File: config.mk
export PLATFORM = sky130hd
export DESIGN_NAME = bcd_scan_decoder
export DESIGN_NICKNAME = d
export VERILOG_FILES = /design/src/rtl/bcd_pkg.sv /design/src/rtl/bcd_onehot_dec.sv /design/src/rtl/bcd_scan_decoder.sv
export SDC_FILE = /design/constraint.sdc
export NUM_CORES = 1
export LEC_CHECK = 0
export ABC_AREA = 1
export ABC_CLOCK_PERIOD_IN_PS = 6050
export BUFFER_PORTS_ARGS = -buffer_cell sky130_fd_sc_hd__clkbuf_2
export CAP_MARGIN = 40
export CORE_UTILIZATION = 27
export DETAILED_ROUTE_END_ITERATION = 8
export SYNTH_ARGS = -nofsm -noshare
export SYNTH_HDL_FRONTEND = slang
export SYNTH_SLANG_ARGS = --single-unit
File: constraint.sdc
create_clock -name clk -period 6.05 [get_ports clk]
set_clock_uncertainty 0.15 [all_clocks]
set_input_delay 1.5125 -clock clk [delete_from_list [all_inputs] [get_ports clk]]
set_output_delay 1.5125 -clock clk [all_outputs]
set_load 0.03 [all_outputs]
File: src/rtl/bcd_pkg.sv
// Shared types and helpers for the multi-digit BCD scan decoder.
package bcd_pkg;

  typedef enum logic {IDLE, SCAN} state_t;

  localparam logic [3:0] BCD_MAX    = 4'd9;
  localparam int         DEC_W      = 10;
  localparam int         MAX_DIGITS = 16;
  localparam int         PAD_W      = 4 * MAX_DIGITS;

  // Digit i (i>=1) is blankable when it and every more significant digit are zero.
  function automatic logic [MAX_DIGITS-1:0] blankMask(input logic [PAD_W-1:0] word,
                                                      input int digits);
    logic                  allZero;
    logic [MAX_DIGITS-1:0] mask;
    allZero = 1'b1;
    mask    = '0;
    for (int i = MAX_DIGITS - 1; i >= 1; i--) begin
      if (i < digits) begin
        allZero = allZero && (word[4*i +: 4] == 4'd0);
        mask[i] = allZero;
      end
    end
    return mask;
  endfunction

endpackage

File: src/rtl/bcd_onehot_dec.sv
// Single-nibble BCD to one-hot decimal decoder; codes above 9 give all-zero plus a flag.
module bcd_onehot_dec
  import bcd_pkg::*;
(
  input  logic [3:0]       nibble_i,
  output logic [DEC_W-1:0] onehot_o,
  output logic             invalid_o
);

  always_comb begin
    invalid_o = (nibble_i > BCD_MAX);
    onehot_o  = '0;
    if (!invalid_o) begin
      onehot_o = DEC_W'(1) << nibble_i;
    end
  end

endmodule

File: src/rtl/bcd_scan_decoder.sv
// Latches a packed BCD word and scans its digits one at a time as one-hot decimal
// plus a one-hot digit select, with blanking, error flag and frame repeat.
module bcd_scan_decoder
  import bcd_pkg::*;
#(
  parameter int DIGITS = 4,
  parameter int DWELL  = 4
) (
  input  logic                  clk,
  input  logic                  rst,
  input  logic                  in_valid,
  output logic                  in_ready,
  input  logic [4*DIGITS-1:0]   in_bcd,
  input  logic                  blank_lz,
  input  logic                  repeat_en,
  output logic [DEC_W-1:0]      dec_out,
  output logic [DIGITS-1:0]     dig_sel,
  output logic                  err,
  output logic                  frame_done
);

  localparam int IDX_W = $clog2(DIGITS);
  localparam int DW_W  = (DWELL > 1) ? $clog2(DWELL) : 1;
  localparam logic [IDX_W-1:0] IDX_LAST   = IDX_W'(DIGITS - 1);
  localparam logic [DW_W-1:0]  DWELL_LAST = DW_W'(DWELL - 1);

  state_t                state_q, state_d;
  logic [IDX_W-1:0]      idx_q, idx_d;
  logic [DW_W-1:0]       dwell_q, dwell_d;
  logic [4*DIGITS-1:0]   word_q, word_d;
  logic                  blank_q, blank_d;
  logic                  err_q, err_d;

  logic                  lastCycle;
  logic                  accept;
  logic                  badAny;
  logic [3:0]            curNibble;
  logic [DIGITS-1:0]     selVec;
  logic [DIGITS-1:0]     blankVec;
  logic                  curBlank;
  logic [DEC_W-1:0]      decRaw;
  logic                  curInvalid;

  assign lastCycle = (state_q == SCAN) && (idx_q == IDX_LAST) && (dwell_q == DWELL_LAST);
  assign in_ready  = !rst && ((state_q == IDLE) || lastCycle);
  assign accept    = in_valid && in_ready;
  assign blankVec  = DIGITS'(blankMask(PAD_W'(word_q), DIGITS));
  assign curBlank  = blank_q && blankVec[idx_q];

  always_comb begin
    badAny    = 1'b0;
    curNibble = '0;
    selVec    = '0;
    for (int i = 0; i < DIGITS; i++) begin
      badAny    = badAny | (in_bcd[4*i +: 4] > BCD_MAX);
      selVec[i] = (idx_q == IDX_W'(i));
      if (idx_q == IDX_W'(i)) begin
        curNibble = word_q[4*i +: 4];
      end
    end
  end

  bcd_onehot_dec u_dec (
    .nibble_i  (curNibble),
    .onehot_o  (decRaw),
    .invalid_o (curInvalid)
  );

  always_ff @(posedge clk) begin
    if (rst) begin
      state_q <= IDLE;
      idx_q   <= '0;
      dwell_q <= '0;
      word_q  <= '0;
      blank_q <= 1'b0;
      err_q   <= 1'b0;
    end else begin
      state_q <= state_d;
      idx_q   <= idx_d;
      dwell_q <= dwell_d;
      word_q  <= word_d;
      blank_q <= blank_d;
      err_q   <= err_d;
    end
  end

  // An accept always wins, so a word offered on the last cycle starts a frame with no gap.
  always_comb begin
    state_d = state_q;
    idx_d   = idx_q;
    dwell_d = dwell_q;
    word_d  = word_q;
    blank_d = blank_q;
    err_d   = err_q;
    if (accept) begin
      word_d  = in_bcd;
      blank_d = blank_lz;
      err_d   = badAny;
      idx_d   = '0;
      dwell_d = '0;
      state_d = SCAN;
    end else if (state_q == SCAN) begin
      if (dwell_q == DWELL_LAST) begin
        dwell_d = '0;
        if (idx_q == IDX_LAST) begin
          idx_d = '0;
          if (!repeat_en) begin
            state_d = IDLE;
          end
        end else begin
          idx_d = idx_q + IDX_W'(1);
        end
      end else begin
        dwell_d = dwell_q + DW_W'(1);
      end
    end
  end

  always_comb begin
    dig_sel    = '0;
    dec_out    = '0;
    err        = err_q;
    frame_done = lastCycle;
    if (state_q == SCAN) begin
      dig_sel = selVec;
      dec_out = (curBlank || curInvalid) ? '0 : decRaw;
    end
  end

endmodule

Yosys cells after proc, flatten, opt, wreduce, memory -nomap -nowiden
Index checks and enable logic that the tools add are counted.
W data, S select, Z words.
{ "word_totals": {"regBits": 23, "input_bits": 21, "out_inout_bits": 17, "word_cells": 56} }
{ "op_classes": {"n_addsub": 2, "order_cmp": 6, "eq_ne": 4, "shift": 1, "n_mux": 17, "bitwise_logic": 4, "reduce_logical": 16} }
{ "ops": {"columns": ["op", "n"], "rows": [
  ["$mux W10", 3],
  ["$gt A4 B4 Y1 const B", 5],
  ["$mux W4", 5],
  ["$logic_not A4 Y1", 3],
  ["$shl A1 B4 Y10 const A", 1],
  ["$logic_and A1 B1 Y1", 7],
  ["$eq A2 B2 Y1 const B", 3],
  ["$mux W1", 6],
  ["$add A2 B1 Y2 const B", 2],
  ["$mux W2", 2],
  ["$lt A2 B3 Y1 const B", 1],
  ["$or A1 B1 Y1", 3],
  ["$bmux W1 S2", 1],
  ["$eq A2 B1 Y1 const B", 1],
  ["$logic_not A2 Y1", 1],
  ["$logic_or A1 B1 Y1", 2],
  ["$reduce_and A2 Y1", 1],
  ["$reduce_or A2 Y1", 1],
  ["$logic_not A1 Y1", 1],
  ["$not A1 Y1", 1]
]} }

Longest topological paths before layout
{ "logic_depth": {"ltp_word": 9, "depth_mapped": 11, "mapped_depth_nobuf": 11} }

Hierarchy
A second synthesis with hierarchy kept.
{ "unflattened": {"hier_cells": 210, "hier_area_um2": 1348.8} }
{ "by_module_without_submodules": {"columns": ["module", "instances", "cells_each", "area_per_inst_um2", "seq_area_each_um2"], "rows": [
  ["bcd_scan_decoder", 1, 187, 1257.5, 460.4],
  ["bcd_onehot_dec", 1, 23, 91.3, 0.0]
]} }

Worst setup path after synthesis
Ideal clock, no wire load.
{ "synth_path": {"path_kind": "in2out", "from": "in rst", "to": "out in_ready", "arrival_ns": 2.028, "required_time_ns": 4.387, "slack_ns": 2.360, "stages": 3, "n_path_buf": 2, "path_cell_list": "a21oi_2 > buf_2 > buf_4"} }
{ "synth_between": {"elab_chain_len": 2} }
{ "synth_lines": {"columns": ["item", "line_no", "text"], "rows": [
  ["from (decl)", "bcd_scan_decoder.sv:10", "input logic rst,"],
  ["$logic_not A1 Y1", "bcd_scan_decoder.sv:45", "assign in_ready = !rst && ((state_q == IDLE) || lastCycle);"],
  ["$logic_and A1 B1 Y1", "bcd_scan_decoder.sv:45", null],
  ["to (decl)", "bcd_scan_decoder.sv:12", "output logic in_ready,"]
]} }
No other way between the ends.

Final worst setup path
Ends and elaborated chain as after synthesis.

==> impl_results.md <==
- Initial antenna violation count: 0
- Post-synth net total: roughly 230
- Tmin final: about 4200 ps
- Clk sink count: 23
- Static Leak: slightly below 0.8 nW
- Longest Clk Path Bufs: 2
- First-pass DRT Iterations: 6
- Maximum clock frequency: 235.7 MHz
- Post-CTS Setup Bufs: 0
- DRT iter0 DRCs: 62
- Yosys reg bits: 23
- Critical-path cell list: clkbuf_2, a21oi_2, clkbuf_2
- Routed WL per cell: about 11 microns
- Worst-margin pin slew: ~840 ps
- Pin count of the biggest net entering global routing: 21
- Cell variety after synth: 18
- Cell area after synthesis: 1334 sq um
- Hold/Removal Path Class: register to register
- Setup crit start kind: primary input
- Final worst-path setup slack: roughly 1800 ps
- Final Slew Violations: 0
- Port Buffers: 37
- DP Wirelength: approximately 2600 microns
- Arr. time, crit path: around 2600 ps
- Register area share after synthesis: ~35%
- CTS buffer count: 3
- Final Hold Vio Count: 0
- First-pass GRT wire length: 5471 microns
- Die Ht: 72.29 microns
- Worst setup path category: primary input to primary output
- Critical Path RT: between 4000 and 5000 ps
- Layout Nets: ~270
- RePlAce Congestion: roughly 0.80
- Post-CTS Hold Fix Bufs: 0
- Power Dens Cells: between 200 and 250 nW/um^2
- Clock latency on the worst-skew pair: roughly 260 ps
- Area grow syn2layout: 20.26%
- Worst-path clk slew: about 80 ps
- RSZ-0062 raised after global routing: no
- CTS tree: built
- H-tree Lvls: 1
- Slew margin rel.: between 40% and 50%
- CP Capture Type: primary output
- Routed WL: roughly 3200 microns
- Die X: 72.29 microns
- Avg Synthesized Cell Area: around 6.5 sq um
- Most used cell along the critical path: clkbuf_2
- Vias in the first global route: between 1k and 1.5k
- Max incr delay on CP: 620 ps
- Residual DRC count: 0
- Pre-CTS setup slack: around 1800 ps
- Row cnt: 25
- Routed Antenna Nets: 0
- Diodes inserted: 0
- DR vias: 1364
- Share of cells above drive strength 1: around a fifth
- Slowest CP cell: a21oi_2
- # resized after CTS: 0
- Final setup viols: 0
- Status: complete, no violations
- Critical-path maximum fanout: 20
- Initial Util: between 20% and 30%
- Root buffer cell: clkbuf_8
- Synth warn: 0
- Max VDD drop: ~94 uV
- I/O pins: 38
- Drt via density: around 4.5
- Die Area: about 5200 sq um
- # Max-Cap Violations: 0
- GRT overflow: 0
- Mapped Cells: 206
- Total track usage: approximately an eighth
- Setup TNS: 0 ps
- Final Cycle Share: about 70%
- Core ar.: approximately 4700 sq um
-- synthesized netlist by cell type, drive strengths merged --
cell type,instances,area share [%]
a21boi,1,0.84
a21oi,14,5.5
buf,8,3.3
dfxtp,23,35
ha,5,4.7
inv,25,7.0
nand2,46,14
nand3,39,15
nand4,3,1.4
nor2,21,5.9
nor3,3,1.1
o21ai,18,6.8
-- registers in the layout, summed over array words and instances (netlist names) --
name / cells
blank_q: 1
idx_q: 2
word_q: 16
dwell_q: 2
err: 1
state_q: 1
-- cell families (layout without fill, tap and decap cells) --
family                   count (synthesis)  after routing  share of synthesized area [%]
AND/OR/NAND/NOR                        112            112                          37.34
AO/OA/AOI/OAI                           33             33                          13.13
buffers and inverters                   33             66                          10.32
flip-flops                              23             23                          34.52
adder cells (fa/ha/maj)                  5              5                          4.690
-- area by class of cell --
cell class / count / area (sq um)
well taps: 67 / 83.83
multi-input cells: 150 / 735.7
repair buffers: 37 / 185.2
flip-flops and latches: 23 / 460.4
clock buffers: 4 / 45.04
inverters: 25 / 93.84
fillers: 521 / 3119
-- power breakdown --
part / leakage [nW] / switching, mW / total, mW / internal, mW
clock network: 0.0228 / 0.0464 / 0.0934 / 0.0470
logic: 0.579 / 0.0435 / 0.0650 / 0.0215
registers: 0.189 / 0.00880 / 0.171 / 0.163
total: 0.790 / 0.0987 / 0.330 / 0.231
-- critical path: cells and delay by family --
kind,cells,cell delay [ps]
AO/OA/AOI/OAI,1,620
buffers and inverters,2,440
-- stage by stage --
stage               hold slack (ps)  total power, mW  cell area, sq um  std cells  utilization, %
floorplan                     294.1           0.2195              1334        206               -
global placement              305.6           0.2389              1559        302           33.01
detailed placement            311.5           0.2404              1559        302           33.01
CTS                           323.4           0.3341              1604        306           33.96
global route                  347.3           0.3494              1604        306           33.96
finish                        320.4           0.3298              1604        306           33.96
-- placed cells by master (no fill, tap or decap) --
cell       n
a21boi_2   1
a21oi_1   13
a21oi_2    1
clkbuf_1   1
clkbuf_2  37
clkbuf_8   3
dfxtp_1   23
ha_1       5
inv_1     24
inv_2      1
nand2_1   41
nand2_2    4
nand2_4    1
nand3_1   39
nand4_1    3
nor2_1    21
nor3_1     3
o21ai_0   18
-- layer usage --
layer  track usage, %  wire (microns)
met1            17.62            1645
met2            21.50            1369
met3            2.222             181
met4            4.575              40
met5                0               0
-- worst paths after layout --
kind	start	endpoint	slack, ps	depth (start not counted)
max	rst	in_ready	1810	3
min	err	err	320	2
max reg2reg	idx_q[0]	word_q[7]	3230	6
min reg2reg	err	err	320	2
(Power assumes the default switching activity.)
